[src/rtl/line_follower_pkg.sv]
// Shared types for the line follower: FSM state encoding, steering direction and duty clamp.
// Pure definitions; no latency, no flow control.
package line_follower_pkg;

   typedef enum logic [2:0] {
      ST_IDLE   = 3'd0,
      ST_FOLLOW = 3'd1,
      ST_SEARCH = 3'd2,
      ST_STOP   = 3'd3
   } state_t;

   localparam logic DIR_LEFT  = 1'b0;
   localparam logic DIR_RIGHT = 1'b1;

   // Clamp a signed duty request into 0..max_val so large errors saturate instead of wrapping.
   function automatic int sat_duty(input int val, input int max_val);
      if (val < 0) begin
         return 0;
      end else if (val > max_val) begin
         return max_val;
      end else begin
         return val;
      end
   endfunction

endpackage

[src/rtl/pwm_gen.sv]
// Free-running PWM, period 2^DUTY_W cycles; duty is shadow-loaded at counter wrap so edges never glitch.
// Latency: a new duty takes effect at the next wrap; no backpressure, duty input is always accepted.
module pwm_gen #(
   parameter int DUTY_W = 8
) (
   input  logic              clk,
   input  logic              reset,
   input  logic [DUTY_W-1:0] duty,
   output logic              pwm
);

   logic [DUTY_W-1:0] cnt;
   logic [DUTY_W-1:0] shadow;
   logic [DUTY_W-1:0] cnt_nxt;
   logic [DUTY_W-1:0] shadow_nxt;

   assign cnt_nxt    = cnt + 1'b1;
   assign shadow_nxt = (cnt_nxt == '0) ? duty : shadow;

   // pwm is registered against the next counter/shadow pair, so it always equals (cnt < shadow).
   always_ff @(posedge clk) begin
      if (reset) begin
         cnt    <= '0;
         shadow <= '0;
         pwm    <= 1'b0;
      end else begin
         cnt    <= cnt_nxt;
         shadow <= shadow_nxt;
         pwm    <= (cnt_nxt < shadow_nxt);
      end
   end

endmodule

[src/rtl/line_follower_ctrl.sv]
// Line follower: debounced sensor bar -> signed line error -> follow/search/stop FSM -> motor duties and PWM.
// Latency: duties change DEBOUNCE_CYCLES+1 edges after a new sensor value is first sampled; no backpressure.
module line_follower_ctrl
   import line_follower_pkg::*;
#(
   parameter int NUM_SENSORS     = 5,
   parameter int DUTY_W          = 8,
   parameter int BASE_DUTY       = 160,
   parameter int K_GAIN          = 24,
   parameter int SEARCH_DUTY     = 96,
   parameter int DEBOUNCE_CYCLES = 4,
   parameter int LOST_TIMEOUT    = 64
) (
   input  logic                   clk,
   input  logic                   reset,
   input  logic                   enable,
   input  logic [NUM_SENSORS-1:0] ir_sensor_data,
   output logic                   pwm_signal_left,
   output logic                   pwm_signal_right,
   output logic [DUTY_W-1:0]      control_signal_left,
   output logic [DUTY_W-1:0]      control_signal_right,
   output logic [2:0]             state_o,
   output logic                   line_lost
);

   localparam int CALC_W   = DUTY_W + $clog2(NUM_SENSORS) + 2;
   localparam int DUTY_MAX = (1 << DUTY_W) - 1;
   localparam int DBC_W    = (DEBOUNCE_CYCLES > 1) ? $clog2(DEBOUNCE_CYCLES) : 1;
   localparam int TMO_W    = $clog2(LOST_TIMEOUT + 1);

   localparam logic [DBC_W-1:0]         DBC_LAST = DBC_W'(DEBOUNCE_CYCLES - 1);
   localparam logic [TMO_W-1:0]         TMO_LAST = TMO_W'(LOST_TIMEOUT - 1);
   localparam logic signed [CALC_W-1:0] BASE_S   = CALC_W'(BASE_DUTY);
   localparam logic signed [CALC_W-1:0] GAIN_S   = CALC_W'(K_GAIN);
   localparam logic [DUTY_W-1:0]        SRCH_D   = DUTY_W'(SEARCH_DUTY);

   logic [NUM_SENSORS-1:0]   samp;
   logic [NUM_SENSORS-1:0]   filt;
   logic [DBC_W-1:0]         dbc;
   logic                     filt_nz;
   int                       lo;
   int                       hi;
   logic signed [CALC_W-1:0] err;
   logic signed [CALC_W-1:0] adj;
   logic signed [CALC_W-1:0] left_raw;
   logic signed [CALC_W-1:0] right_raw;
   logic [DUTY_W-1:0]        fol_l;
   logic [DUTY_W-1:0]        fol_r;
   logic [DUTY_W-1:0]        srch_l;
   logic [DUTY_W-1:0]        srch_r;
   logic                     last_dir;
   logic                     dir_nxt;
   state_t                   state;
   logic [TMO_W-1:0]         tcnt;

   // dbc saturates at DBC_LAST, which therefore means "samp held for DEBOUNCE_CYCLES edges".
   always_ff @(posedge clk) begin
      if (reset) begin
         samp <= '0;
         filt <= '0;
         dbc  <= '0;
      end else begin
         samp <= ir_sensor_data;
         if (dbc == DBC_LAST) begin
            filt <= samp;
         end
         if (ir_sensor_data != samp) begin
            dbc <= '0;
         end else if (dbc != DBC_LAST) begin
            dbc <= dbc + 1'b1;
         end
      end
   end

   assign filt_nz = |filt;

   always_comb begin
      lo = 0;
      hi = 0;
      for (int i = NUM_SENSORS - 1; i >= 0; i--) begin
         if (filt[i]) lo = i;
      end
      for (int i = 0; i < NUM_SENSORS; i++) begin
         if (filt[i]) hi = i;
      end
   end

   // Midpoint of the outermost active sensors, doubled so it stays integral; negative = line on the left.
   assign err       = CALC_W'(lo + hi - (NUM_SENSORS - 1));
   assign adj       = GAIN_S * err;
   assign left_raw  = BASE_S + adj;
   assign right_raw = BASE_S - adj;
   assign fol_l     = DUTY_W'(sat_duty(int'(left_raw), DUTY_MAX));
   assign fol_r     = DUTY_W'(sat_duty(int'(right_raw), DUTY_MAX));

   always_comb begin
      dir_nxt = last_dir;
      if (state == ST_FOLLOW && filt_nz) begin
         if (err < 0) begin
            dir_nxt = DIR_LEFT;
         end else if (err > 0) begin
            dir_nxt = DIR_RIGHT;
         end
      end
   end

   // Pivot toward the side the line was last seen on: the inner wheel stops.
   assign srch_l = (dir_nxt == DIR_LEFT) ? '0 : SRCH_D;
   assign srch_r = (dir_nxt == DIR_LEFT) ? SRCH_D : '0;

   always_ff @(posedge clk) begin
      if (reset) begin
         state                <= ST_IDLE;
         tcnt                 <= '0;
         last_dir             <= DIR_LEFT;
         control_signal_left  <= '0;
         control_signal_right <= '0;
         line_lost            <= 1'b0;
      end else begin
         last_dir <= dir_nxt;
         if (!enable) begin
            state                <= ST_IDLE;
            control_signal_left  <= '0;
            control_signal_right <= '0;
            line_lost            <= 1'b0;
         end else begin
            case (state)
               ST_IDLE, ST_FOLLOW: begin
                  if (filt_nz) begin
                     state                <= ST_FOLLOW;
                     control_signal_left  <= fol_l;
                     control_signal_right <= fol_r;
                     line_lost            <= 1'b0;
                  end else begin
                     state                <= ST_SEARCH;
                     tcnt                 <= '0;
                     control_signal_left  <= srch_l;
                     control_signal_right <= srch_r;
                     line_lost            <= 1'b1;
                  end
               end
               ST_SEARCH: begin
                  // Reacquiring the line outranks the timeout on the same edge.
                  if (filt_nz) begin
                     state                <= ST_FOLLOW;
                     control_signal_left  <= fol_l;
                     control_signal_right <= fol_r;
                     line_lost            <= 1'b0;
                  end else if (tcnt == TMO_LAST) begin
                     state                <= ST_STOP;
                     control_signal_left  <= '0;
                     control_signal_right <= '0;
                     line_lost            <= 1'b1;
                  end else begin
                     tcnt                 <= tcnt + 1'b1;
                     control_signal_left  <= srch_l;
                     control_signal_right <= srch_r;
                     line_lost            <= 1'b1;
                  end
               end
               ST_STOP: begin
                  control_signal_left  <= '0;
                  control_signal_right <= '0;
                  line_lost            <= 1'b1;
               end
               default: begin
                  state                <= ST_IDLE;
                  control_signal_left  <= '0;
                  control_signal_right <= '0;
                  line_lost            <= 1'b0;
               end
            endcase
         end
      end
   end

   assign state_o = state;

   pwm_gen #(
      .DUTY_W (DUTY_W)
   ) u_pwm_left (
      .clk   (clk),
      .reset (reset),
      .duty  (control_signal_left),
      .pwm   (pwm_signal_left)
   );

   pwm_gen #(
      .DUTY_W (DUTY_W)
   ) u_pwm_right (
      .clk   (clk),
      .reset (reset),
      .duty  (control_signal_right),
      .pwm   (pwm_signal_right)
   );

endmodule

[config.mk]
export PLATFORM = sky130hd
export DESIGN_NAME = line_follower_ctrl
export DESIGN_NICKNAME = d
export VERILOG_FILES = /design/src/rtl/line_follower_pkg.sv /design/src/rtl/pwm_gen.sv /design/src/rtl/line_follower_ctrl.sv
export SDC_FILE = /design/constraint.sdc
export NUM_CORES = 1
export LEC_CHECK = 0
export ABC_CLOCK_PERIOD_IN_PS = 10130
export BUFFER_PORTS_ARGS = -buffer_cell sky130_fd_sc_hd__buf_2
export CORE_MARGIN = 1.5
export CORE_UTILIZATION = 55
export CTS_BUF_LIST = sky130_fd_sc_hd__clkbuf_8
export DETAILED_ROUTE_END_ITERATION = 6
export PLACE_DENSITY = 0.74
export SYNTH_ARGS = -nofsm -noshare
export SYNTH_HDL_FRONTEND = slang
export SYNTH_HIERARCHICAL = 1
export SYNTH_SLANG_ARGS = --single-unit
[constraint.sdc]
create_clock -name clk -period 10.13 [get_ports clk]
set_input_delay 1.5195 -clock clk [delete_from_list [all_inputs] [get_ports clk]]
set_output_delay 1.5195 -clock clk [all_outputs]
set_load 0.02 [all_outputs]
==> key figures <==
Global route
  – Most used routing layer: met2
  – Global-route wire length before repair: between 10 and 15 mm
  – Grt met3 use: under 10%
  – GRT met1 Usage: between 20 and 25%
  – Vias in the first global route: between 2k and 3k
  – Initial antenna violation count: 0
  – Met2 Use GR: a little over a third
  – Overall routing resource usage: roughly 20%
  – Largest net degree at the start of global routing: 47
  – Total congestion overflow: 0

Clock network
  – Clock buffer depth: 2
  – CTS tree: built
  – # hold bufs at CTS: 0
  – H-tree depth: 3
  – Clk slew on worst S/H paths: 0.08 ns
  – Post-CTS Setup Bufs: 0
  – CTS resizes: 0
  – TritonCTS buffer count: 9
  – Clock tree root driver cell: clkbuf_8
  – Worst skew pair latency: about 0.33 ns
  – Clock sinks: between 60 and 70

Floorplan
  – Height of the die: about 87 um
  – CORE AREA: ~6800 um2
  – Die ar.: about 7500 um2
  – Row cnt: 30
  – Total I/O pin count: 30
  – Initial Util: approximately 57%
  – Die width: about 87 um

Synth
  – Number of flops mapped to enable cells by yosys: 0
  – Yosys warnings: 6
  – Mapped cell area: roughly 3900 um2
  – Count of different cell masters after synthesis: 55
  – Sequential fraction of the synthesis area: 35.8%
  – Post-synthesis register bit count: roughly 70
  – Post-Synthesis Net Count: around 470
  – Post-Syn Instances: 413
  – Synth Flop Type: dfxtp_1
  – Ys async rst share: 0%
  – Syn_area_per_cell: roughly 9.3 um2

Worst hold path
  – Hold Path Depth: 2
  – Hold Startpoint: u_pwm_right/shadow[4]$_SDFF_PP0_
  – Worst min path class: flop to flop
  – Hold endpoint: u_pwm_right/shadow[4]$_SDFF_PP0_

Timing
  – Tcrit/Tclk final: between 40% and 50%
  – Min Tclk post-route: 4.68 ns
  – Endpoints failing setup: 0
  – Slew Limit Fails: 0
  – RSZ-0062 raised after global routing: no
  – Clock Skew: around 0.0087 ns
  – Slew margin rel.: a little over half
  – F_max: between 0.2 and 0.25 GHz
  – PnR worst setup slack: approximately 5.4 ns
  – Final hold viol count: 0
  – Slew of the pin with the lowest slew margin: between 0.7 and 0.8 ns
  – Setup TNS: 0 ns

Detailed routing
  – Initial DRT Pass Iterations: 4
  – Drt first-iter violations: ~110
  – Wire per inst: 13.1 um
  – Residual DRC: 0
  – Number of vias per cell: 5.36
  – Detailed Route WL: slightly above 7 mm
  – DR vias: a little under 3k
  – ANT nets after route: 0

Critical path
  – Crit path launch type: flop
  – CP Class: flop to flop
  – CP required: approximately 10 ns
  – Reg2reg setup slack: 5.45 ns
  – Critical-path maximum fanout: 6
  – WP data arrival: around 4.9 ns
  – FF-to-FF path depth: 17
  – Worst path cell trace: nor4_2 -> nand2_1 -> ha_1 -> fa_1 -> ha_1 -> inv_1 -> ha_1 -> ha_1 -> a21o_1 -> a21oi_2 -> xor2_1 -> mux2_2 -> and3_1 -> a31oi_1 -> ha_1 -> and2_1 -> o32ai_1
  – Family with the most delay on the worst path: adder cells
  – Worst R2R End: control_signal_right[6]$_SDFF_PP0_
  – Largest stage delay on the critical path: between 0.4 and 0.5 ns
  – CP Buf/Inv Count: 1
  – CP Capture Type: flop
  – Crit path top cell by count: ha_1
  – Critical path's slowest cell: fa_1
  – Worst r2r src: filt[0]$_SDFFE_PP0N_

Power
  – Max rail drop VDD: just under 0.00008 V
  – Lkg Pwr: 1.82 nW
  – Internal: about 0.00044 W
  – Pwr dens: 132 nW/um2
  – Logic pwr share: between 5 and 6%
  – P_sw: between 0.0001 and 0.00015 W
  – Clk network pwr share: a little over two fifths
  – Sequential Power Share: about half
  – Switching share of power: between 20% and 30%

Cells and area
  – Register Area: around 1400 um2
  – Nets: 493
  – Share of cells above drive strength 1: approximately 14%
  – Fill count: 573
  – Multi-input logic area: between 2000 and 2500 um2
  – Diodes inserted: 0
  – Final core utilization: between 60% and 70%
  – Area Overhead vs Synth: 10.7%

Job
  – Number of max-cap violations: 0

Placement
  – Routability cong.: between 0.8 and 0.9
  – Port Buffers: 28
  – Hpwl dp: ~5.5 mm
  – Pre-CTS setup slack: roughly 5.5 ns

Status
  – Status: completed
[cells in the mapped netlist, drive strengths merged (3+ instances only)]
master,instances,area (um2)
and2,4,25.0
nand2b,5,31.3
xnor2,12,105
o32ai,3,26.3
nand2,19,73.8
ha,42,526
inv,25,93.8
a31oi,4,25.0
nor2b,21,131
o211ai,3,22.5
or2,4,25.0
a21oi,24,135
buf,7,60.1
clkbuf,5,18.8
o21ai,6,30.0
xor2,20,183
nand4,9,56.3
a21o,3,23.8
nor4,4,31.3
dfxtp,69,1380
nor2,51,191
a211oi,3,40.0
mux2i,25,250
and3,3,18.8
nand3,18,115
[area by class of cell]
cell class	instances	share of cell area, %
Multi-Input combinational cell	307	54.0
Sequential cell	69	32.3
Timing Repair Buffer	29	3.45
Clock buffer	10	3.22
Tap cell	96	2.81
Inverter	25	2.20
Clock inverter	6	2.02
[worst max path at each step]
stage	startpoint	end	slack (ns)	cells after the start
after floorplan	filt[0]$_SDFFE_PP0N_	control_signal_right[6]$_SDFF_PP0_	5.79	19
after global placement	filt[0]$_SDFFE_PP0N_	control_signal_right[6]$_SDFF_PP0_	5.59	17
after detailed placement	filt[0]$_SDFFE_PP0N_	control_signal_right[5]$_SDFF_PP0_	5.48	19
after CTS	filt[0]$_SDFFE_PP0N_	control_signal_right[6]$_SDFF_PP0_	5.44	19
after global routing	filt[0]$_SDFFE_PP0N_	control_signal_right[5]$_SDFF_PP0_	5.14	19
final	filt[0]$_SDFFE_PP0N_	control_signal_right[6]$_SDFF_PP0_	5.45	17
[metrics by stage]
step           cell area, um2  cells  power (W)  hold WS [ns]
6_report                 4270    542   0.000562         0.507
3_3_place_gp             4050    526   0.000321         0.481
4_1_cts                  4270    542   0.000568         0.508
2_1_floorplan            3860    413   0.000312         0.456
5_1_grt                  4270    542   0.000586         0.540
3_5_place_dp             4050    526   0.000322         0.488
[power groups by stage]
stage          combinational (W)  sequential, W  clock (W)
2_1_floorplan          0.0000221       0.000290          0
3_3_place_gp           0.0000326       0.000288          0
3_5_place_dp           0.0000334       0.000288          0
4_1_cts                0.0000335       0.000282   0.000253
5_1_grt                0.0000376       0.000283   0.000265
6_report               0.0000332       0.000282   0.000247
[worst reg2reg max path, cell delays in order, from the launching register on]
cell and delay [ns]:
dfxtp_1 0.35, nor4_2 0.36, nand2_1 0.09, ha_1 0.32, fa_1 0.43, ha_1 0.33, inv_1 0.08, ha_1 0.30
ha_1 0.30, a21o_1 0.17, a21oi_2 0.20, xor2_1 0.38, mux2_2 0.38, and3_1 0.18, a31oi_1 0.15, ha_1 0.30
and2_1 0.15, o32ai_1 0.12
[cells in the final DEF (no fill, tap or decap), types with 2 or more instances in the layout]
| cell type | count |
|---|---|
| a31oi_1 | 4 |
| a21oi_2 | 4 |
| o21ai_1 | 3 |
| a21o_1 | 2 |
| a211o_1 | 2 |
| buf_2 | 28 |
| a221oi_2 | 2 |
| nand4_1 | 9 |
| clkbuf_8 | 10 |
| fa_1 | 2 |
| o21ai_0 | 3 |
| xor2_1 | 19 |
| nor4_1 | 3 |
| and3_1 | 3 |
| nand3_1 | 16 |
| dfxtp_1 | 69 |
| a41oi_1 | 2 |
| or2_1 | 3 |
| mux2i_1 | 25 |
| nand3_4 | 2 |
| a21oi_1 | 20 |
| nand2b_1 | 5 |
| clkinv_2 | 2 |
| and2_1 | 4 |
| inv_1 | 25 |
| xnor2_1 | 12 |
| nand2_1 | 18 |
| o211ai_1 | 3 |
| bufinv_16 | 2 |
| ha_1 | 42 |
| o32ai_1 | 3 |
| nor2_1 | 51 |
| nand3b_1 | 2 |
| nor2b_1 | 21 |
[metal layers]
metal  vias up  wire, um
met3        11       204
met5         -         0
met1      1360      3240
met2        44      3550
met4         0        99
li1       1489         -
[flip-flops by register name, indices dropped and copies added, names as in the netlist]
| register | cells |
|---|---|
| control_signal_right | 6 |
| filt | 5 |
| line_lost | 1 |
| u_pwm_left/pwm | 1 |
| u_pwm_right/pwm | 1 |
| u_pwm_left/cnt | 8 |
| state_o | 2 |
| control_signal_left | 6 |
| tcnt | 7 |
| last_dir | 1 |
| dbc | 2 |
| samp | 5 |
| u_pwm_right/cnt | 8 |
| u_pwm_left/shadow | 8 |
| u_pwm_right/shadow | 8 |
[cells by family after synthesis]
group           after synthesis  share of synthesized area [%]
compound gates               59                           11.2
xor+xnor                     32                           7.45
fa+ha+maj                    44                           14.6
buf+inv                      37                           4.47
flops                        69                           35.8
mux                          26                           6.77
other cells                   1                         0.0971
simple gates                145                           19.6
No activity file was read; power rests on OpenSTA's default activity.
